[src/rtl/pcs_am_pkg.sv]
// ---------------------------------------------------------------------------
// pcs_am_pkg
// Shared constants and the lock-FSM state encoding for the 100GbE PCS
// alignment-marker (AM) logic. The deskew and AM-removal blocks use it too.
//
// Contents:
//   N_LANES     - number of PCS lanes (legal lane IDs 0..N_LANES-1)
//   NB_LANE_ID  - width of a lane ID
//   AM_PERIOD   - valid blocks from one AM to the next on the same lane
//   MAX_INVALID - consecutive bad AM slots that cause loss of lock
//   am_state_e  - lock FSM states
// ---------------------------------------------------------------------------
package pcs_am_pkg;

    localparam int N_LANES     = 20;
    localparam int NB_LANE_ID  = 5;
    localparam int AM_PERIOD   = 16384;
    localparam int MAX_INVALID = 4;

    typedef enum logic [1:0] {
        FIND_1ST = 2'd0,   // hunting for a first AM
        COUNT_1  = 2'd1,   // one AM seen, waiting for a confirming AM
        LOCKED   = 2'd2    // AM lock held
    } am_state_e;

endpackage

[src/rtl/am_period_counter.sv]
// ---------------------------------------------------------------------------
// am_period_counter
// Position counter for the AM period. It counts valid-block events and wraps
// so that an AM seen at event k puts the next expected AM at event
// k+N_BLOCKS. The deskew logic reuses it.
//
// Ports:
//   i_clock   - block clock
//   i_reset   - asynchronous, active-low reset
//   i_clear   - synchronous clear to pos=0 (has priority over i_event)
//   i_event   - one counted valid block this cycle
//   o_pos     - current position; the next event sees this value
//   o_at_slot - o_pos is N_BLOCKS-1, so the next event is the expected AM slot
// ---------------------------------------------------------------------------
module am_period_counter #(
    parameter int N_BLOCKS = 16384
) (
    input  logic                        i_clock,
    input  logic                        i_reset,
    input  logic                        i_clear,
    input  logic                        i_event,
    output logic [$clog2(N_BLOCKS)-1:0] o_pos,
    output logic                        o_at_slot
);

    localparam int              PW   = $clog2(N_BLOCKS);
    localparam logic [PW-1:0]   LAST = PW'(N_BLOCKS - 1);

    logic [PW-1:0] r_pos;

    // The slot event always reloads to 0, so a realigning AM at the slot
    // and a plain wrap produce the same count.
    always_ff @(posedge i_clock or negedge i_reset) begin
        if (!i_reset) begin
            r_pos <= '0;
        end else if (i_clear) begin
            r_pos <= '0;
        end else if (i_event) begin
            if (r_pos == LAST) begin
                r_pos <= '0;
            end else begin
                r_pos <= r_pos + 1'b1;
            end
        end
    end

    assign o_pos     = r_pos;
    assign o_at_slot = (r_pos == LAST);

endmodule

[src/rtl/am_lock_fsm.sv]
// ---------------------------------------------------------------------------
// am_lock_fsm
// Per-lane RX alignment-marker lock FSM. It takes the per-block hit from the
// lane's AM comparator. It acquires lock after two AMs with the same lane ID
// that are exactly N_BLOCKS valid blocks apart. It flags every expected AM
// slot and drops lock after MAX_INVALID consecutive bad slots.
//
// Qualification: a block counts only when i_enable=1 and i_valid=1 (an
// "event"). i_am_match/i_am_id are ignored on any other cycle. The
// interface has no backpressure.
//
// Ports:
//   i_clock         - block clock
//   i_reset         - asynchronous, active-low reset
//   i_enable        - lane enable; when 0, FSM and counter hold
//   i_valid         - a 66b block is presented this cycle
//   i_restart       - synchronous force to FIND_1ST (no lock-lost pulse)
//   i_am_match      - block matches some AM pattern
//   i_am_id         - lane ID of the matched AM
//   o_am_lock       - AM lock acquired (registered)
//   o_lane_id       - latched lane ID, valid while o_am_lock=1 (registered)
//   o_am_slot       - current event is the expected AM slot (combinational)
//   o_lock_lost     - one-cycle pulse when the bad-slot count drops lock
//   o_invalid_count - consecutive bad-slot count (registered)
//   o_dbg_state     - FSM state, for debug and checkers
//   o_dbg_pos       - period counter position, for debug and checkers
// ---------------------------------------------------------------------------
module am_lock_fsm #(
    parameter int N_BLOCKS    = pcs_am_pkg::AM_PERIOD,
    parameter int N_LANES     = pcs_am_pkg::N_LANES,
    parameter int MAX_INVALID = pcs_am_pkg::MAX_INVALID,
    parameter int NB_LANE_ID  = pcs_am_pkg::NB_LANE_ID
) (
    input  logic                               i_clock,
    input  logic                               i_reset,
    input  logic                               i_enable,
    input  logic                               i_valid,
    input  logic                               i_restart,
    input  logic                               i_am_match,
    input  logic [NB_LANE_ID-1:0]              i_am_id,
    output logic                               o_am_lock,
    output logic [NB_LANE_ID-1:0]              o_lane_id,
    output logic                               o_am_slot,
    output logic                               o_lock_lost,
    output logic [$clog2(MAX_INVALID+1)-1:0]   o_invalid_count,
    output logic [1:0]                         o_dbg_state,
    output logic [$clog2(N_BLOCKS)-1:0]        o_dbg_pos
);

    import pcs_am_pkg::*;

    localparam int PW = $clog2(N_BLOCKS);
    localparam int IW = $clog2(MAX_INVALID + 1);

    am_state_e              r_state,     w_state_nxt;
    logic [NB_LANE_ID-1:0]  r_lane_id,   w_lane_id_nxt;
    logic [IW-1:0]          r_invalid,   w_invalid_nxt;
    logic                   r_lock_lost, w_lock_lost_nxt;

    logic                   w_event;
    logic                   w_hit;
    logic                   w_same_id;
    logic                   w_at_slot;
    logic                   w_slot;
    logic                   w_clear;
    logic [PW-1:0]          w_pos;

    assign w_event   = i_enable & i_valid;
    // IDs at or above N_LANES are treated as no hit; zero-extend so the
    // compare works for any lane-ID width.
    assign w_hit     = i_am_match &
                       ({{(32-NB_LANE_ID){1'b0}}, i_am_id} < 32'(N_LANES));
    assign w_same_id = (i_am_id == r_lane_id);
    assign w_slot    = w_event & w_at_slot & (r_state != FIND_1ST);

    // Only the first AM found in FIND_1ST needs an explicit realign. At a
    // slot the counter wraps to 0 anyway.
    assign w_clear   = i_restart | (w_event & w_hit & (r_state == FIND_1ST));

    am_period_counter #(
        .N_BLOCKS (N_BLOCKS)
    ) u_period (
        .i_clock   (i_clock),
        .i_reset   (i_reset),
        .i_clear   (w_clear),
        .i_event   (w_event),
        .o_pos     (w_pos),
        .o_at_slot (w_at_slot)
    );

    always_ff @(posedge i_clock or negedge i_reset) begin
        if (!i_reset) begin
            r_state     <= FIND_1ST;
            r_lane_id   <= '0;
            r_invalid   <= '0;
            r_lock_lost <= 1'b0;
        end else begin
            r_state     <= w_state_nxt;
            r_lane_id   <= w_lane_id_nxt;
            r_invalid   <= w_invalid_nxt;
            r_lock_lost <= w_lock_lost_nxt;
        end
    end

    always_comb begin
        w_state_nxt     = r_state;
        w_lane_id_nxt   = r_lane_id;
        w_invalid_nxt   = r_invalid;
        w_lock_lost_nxt = 1'b0;

        if (i_restart) begin
            // The lane ID is kept on restart. It only matters once locked again.
            w_state_nxt   = FIND_1ST;
            w_invalid_nxt = '0;
        end else if (w_event) begin
            case (r_state)
                FIND_1ST: begin
                    if (w_hit) begin
                        w_lane_id_nxt = i_am_id;
                        w_state_nxt   = COUNT_1;
                    end
                end
                COUNT_1: begin
                    // Hits away from the slot are ignored.
                    if (w_at_slot) begin
                        if (w_hit && w_same_id) begin
                            w_state_nxt   = LOCKED;
                            w_invalid_nxt = '0;
                        end else if (w_hit) begin
                            // A new ID at the right spacing becomes the
                            // next candidate. The counter has already wrapped.
                            w_lane_id_nxt = i_am_id;
                        end else begin
                            w_state_nxt = FIND_1ST;
                        end
                    end
                end
                LOCKED: begin
                    // Off-slot hits never realign a held lock.
                    if (w_at_slot) begin
                        if (w_hit && w_same_id) begin
                            w_invalid_nxt = '0;
                        end else if (r_invalid == IW'(MAX_INVALID - 1)) begin
                            w_state_nxt     = FIND_1ST;
                            w_invalid_nxt   = '0;
                            w_lock_lost_nxt = 1'b1;
                        end else begin
                            w_invalid_nxt = r_invalid + 1'b1;
                        end
                    end
                end
                default: begin
                    w_state_nxt = FIND_1ST;
                end
            endcase
        end
    end

    assign o_am_lock       = (r_state == LOCKED);
    assign o_lane_id       = r_lane_id;
    assign o_am_slot       = w_slot;
    assign o_lock_lost     = r_lock_lost;
    assign o_invalid_count = r_invalid;
    assign o_dbg_state     = r_state;
    assign o_dbg_pos       = w_pos;

endmodule

[config.mk]
export PLATFORM = sky130hd
export DESIGN_NAME = am_lock_fsm
export DESIGN_NICKNAME = d
export VERILOG_FILES = /design/src/rtl/pcs_am_pkg.sv /design/src/rtl/am_period_counter.sv /design/src/rtl/am_lock_fsm.sv
export SDC_FILE = /design/constraint.sdc
export NUM_CORES = 1
export LEC_CHECK = 0
export ABC_AREA = 1
export BUFFER_PORTS_ARGS = -buffer_cell sky130_fd_sc_hd__buf_2
export CAP_MARGIN = 15
export CORE_UTILIZATION = 40
export CTS_CLUSTER_SIZE = 30
export DETAILED_ROUTE_END_ITERATION = 6
export PLACE_DENSITY = 0.68
export SLEW_MARGIN = 20
export SYNTH_ARGS = -nofsm -noshare
export SYNTH_HDL_FRONTEND = slang
export SYNTH_SLANG_ARGS = --single-unit
[constraint.sdc]
create_clock -name i_clock -period 2.5 [get_ports i_clock]
set_input_delay 0.125 -clock i_clock [delete_from_list [all_inputs] [get_ports i_clock]]
set_output_delay 0.125 -clock i_clock [all_outputs]
set_load 0.01 [all_outputs]
==> impl_metrics.yaml <==
status:
  status: "finished, final reports clean"
worst_setup_path:
  required_ps: 2380
  worstRegToRegCells: 10
  worstSetupStartpointType: "flop"
  critical_path_class: "flop to output pin"
  r2r-start: "u_period.o_pos[1]"
  path_max_fanout: 3
  r2r_slack_ps: 900
  reg2reg_to: "o_dbg_state[0]"
  crit_path_end_kind: "output pin"
  cp.arrival_ps: 1740
drt:
  drtAntennaViolNets: 0
  drt-total-wl_um: 3450
  drt_iter0_drc: 97
  viasPerCell: 4.72
  firstDrtPassIters: 4
  wl_per_cell_um: 10.9
  drc: 0
  vias: 1490
floorplanning:
  die_w_um: 64.6
  fp.dieH_um: 64.6
  start_util_pct: 42.2
  ios: 38
  die_area_um2: 4170
  fp.coreArea_um2: 3720
  rows: 22
hold_path:
  hold_depth: 3
  hp-start: "i_am_id[0]"
  hold_path.class: "primary input to flop"
  holdPathEnd: "o_lane_id[0]"
synth:
  synthFlopType: "dfrtp_1"
  synthMostInstantiatedCell: "nand2_1"
  yosysTopAreaCellShare_pct: 39.9
  synth_nets: 239
  postSynthAreaPerCell_um2: 6.94
  synth_edf_count: 0
  yosys.area.top_type: "dfrtp_1"
  yosys-top-cells-count: "76 x nand2_1, 34 x nor2_1, 27 x inv_1, 25 x dfrtp_1, 12 x nand3_1"
  synth_area_um2: 1570
  synthTopCellsByArea: "dfrtp_1 40%, nand2_1 18%, nor2_1 8.1%"
  synth_cell_types: 22
  postSynthCellCount: 226
  synthArstFlopShare_pct: 100
  ys_ff_latch: 25
  yosysSeqAreaShare_pct: 39.9
  yosysWarnings: 0
global_routing:
  grt_pass1_wl_um: 6180
  grt_max_degree: 26
  grt_usage_pct: 19.0
  antenna_found_initial: 0
  grt-ovfl-total: 0
  grt_pass1_vias: 1380
clock_tree:
  h-tree-depth: 1
  root_buffer: "clkbuf_8"
  numCtsBuffers: 3
  cts_resized: 0
  clk_latency_ps: 270
  cts_sinks: 25
  tritoncts: "yes"
  clockBufferDepth: 2
  clkSlewWorstSetupHoldPaths_ps: 90
finish:
  area_delta_synth_final_pct: 19.2
  drive_gt1_share_pct: 21.6
  final_nets: 282
  nFillCells: 401
  diodes: 0
  final_core_util_pct: 50.3
  fin_cells: 316
sta:
  fmax_ghz: 0.536
  fin_tns_setup_ps: 0
  period_share_pct: 74.6
  maxSlewViolCount: 0
  rsz0062_at_grt: "no"
  worst_pin_slew_ps: 560
  fin_worst_skew_ps: 1.62
  finalHoldViolCount: 0
  layout_min_cycle_time_ps: 1870
  setup_viol: 0
  max_slew_margin_pct: 62.7
place:
  gp_congestion: 0.821
  placed_cells: 311
  dp_hpwl_um: 2660
  io_buffers: 37
run:
  drv_cap: 0
pwr:
  power.density_nw_per_um2: 511
  total_power_mw: 0.955
  p_leak_nw: 1.02
  ir_drop_mv: 0.206
report_power, final:
group / internal [mW] / switching, mW
sequential: 0.439 / 0.0376
combinational: 0.0875 / 0.150
clock: 0.114 / 0.127
total: 0.640 / 0.314
worst max path at each step:
stage                 startpoint        endpoint  depth (start not counted)
2_1_floorplan  u_period.o_pos[0]  o_dbg_state[0]                         10
3_3_place_gp   u_period.o_pos[1]  o_dbg_state[0]                         10
3_5_place_dp   u_period.o_pos[0]  o_dbg_state[0]                         10
4_1_cts        u_period.o_pos[0]       o_am_slot                          8
5_1_grt        u_period.o_pos[1]       o_am_slot                          8
6_report       u_period.o_pos[1]       o_am_slot                          8
metal layers:
metal  track usage, %  routed length [um]  vias to the layer above
met2             31.8                1640                       39
met1             25.0                1650                      665
li1                 -                   -                      784
met3             3.87                 146                        2
met5                0                   0                        -
met4             4.17                  21                        0
area by class of cell:
class | instances | area [um2] | share of cell area [%]
clock buffers | 4 | 45.0 | 2.41
inverters | 29 | 109 | 5.83
multi-input cells | 172 | 833 | 44.6
flip-flops and latches | 25 | 626 | 33.5
well taps | 48 | 60.1 | 3.22
repair buffers | 38 | 195 | 10.4
per-stage QoR:
step                      instance area, um2  worst slack (ps)  hold slack, ps
after floorplan                         1570              1010            -171
after global placement                  1810               935             158
after detailed placement                1810               915             153
after CTS                               1870               602             114
after global routing                    1870               477             130
final                                   1870               635             120
what timing repair did:
action	CTS	global route
buffers inserted	0	0
setup endpoints to repair	0	0
hold buffers	1	0
hold endpoints to repair	25	0
kinds of logic after synthesis:
family / share of synthesized area, %
AND/OR/NAND/NOR: 40.6
buffers and inverters: 6.94
flip-flops: 39.9
AO/OA/AOI/OAI: 4.79
XOR/XNOR: 6.15
adder cells (fa/ha/maj): 1.60
critical path, stage by stage, from the launching register on:
cell and delay (ps):
dfrtp_1 370, ha_1 210, nand3_2 120, nor2_2 130, nand3_2 120, inv_1 120
nand3_1 130, nor2_1 130, buf_2 140
placed cells by master (no fill, tap or decap), types with 3 or more instances in the layout:
master,synthesis,routed
nand2_1,76,76
nand3_1,12,12
clkbuf_8,0,3
xnor2_1,4,4
nor3_1,5,5
o21ai_0,3,3
nand2_2,3,3
nor2_1,34,34
buf_2,0,37
nand4_1,4,4
xor2_1,7,7
o21ai_1,5,5
nor2_2,6,6
inv_1,27,27
dfrtp_1,25,25
sequential cells by signal (all words and copies together) (netlist names):
register,flops
o_lane_id,5
u_period.o_pos,14
o_lock_lost,1
o_invalid_count,3
o_dbg_state,2
No activity file was read; power rests on OpenSTA's default activity.
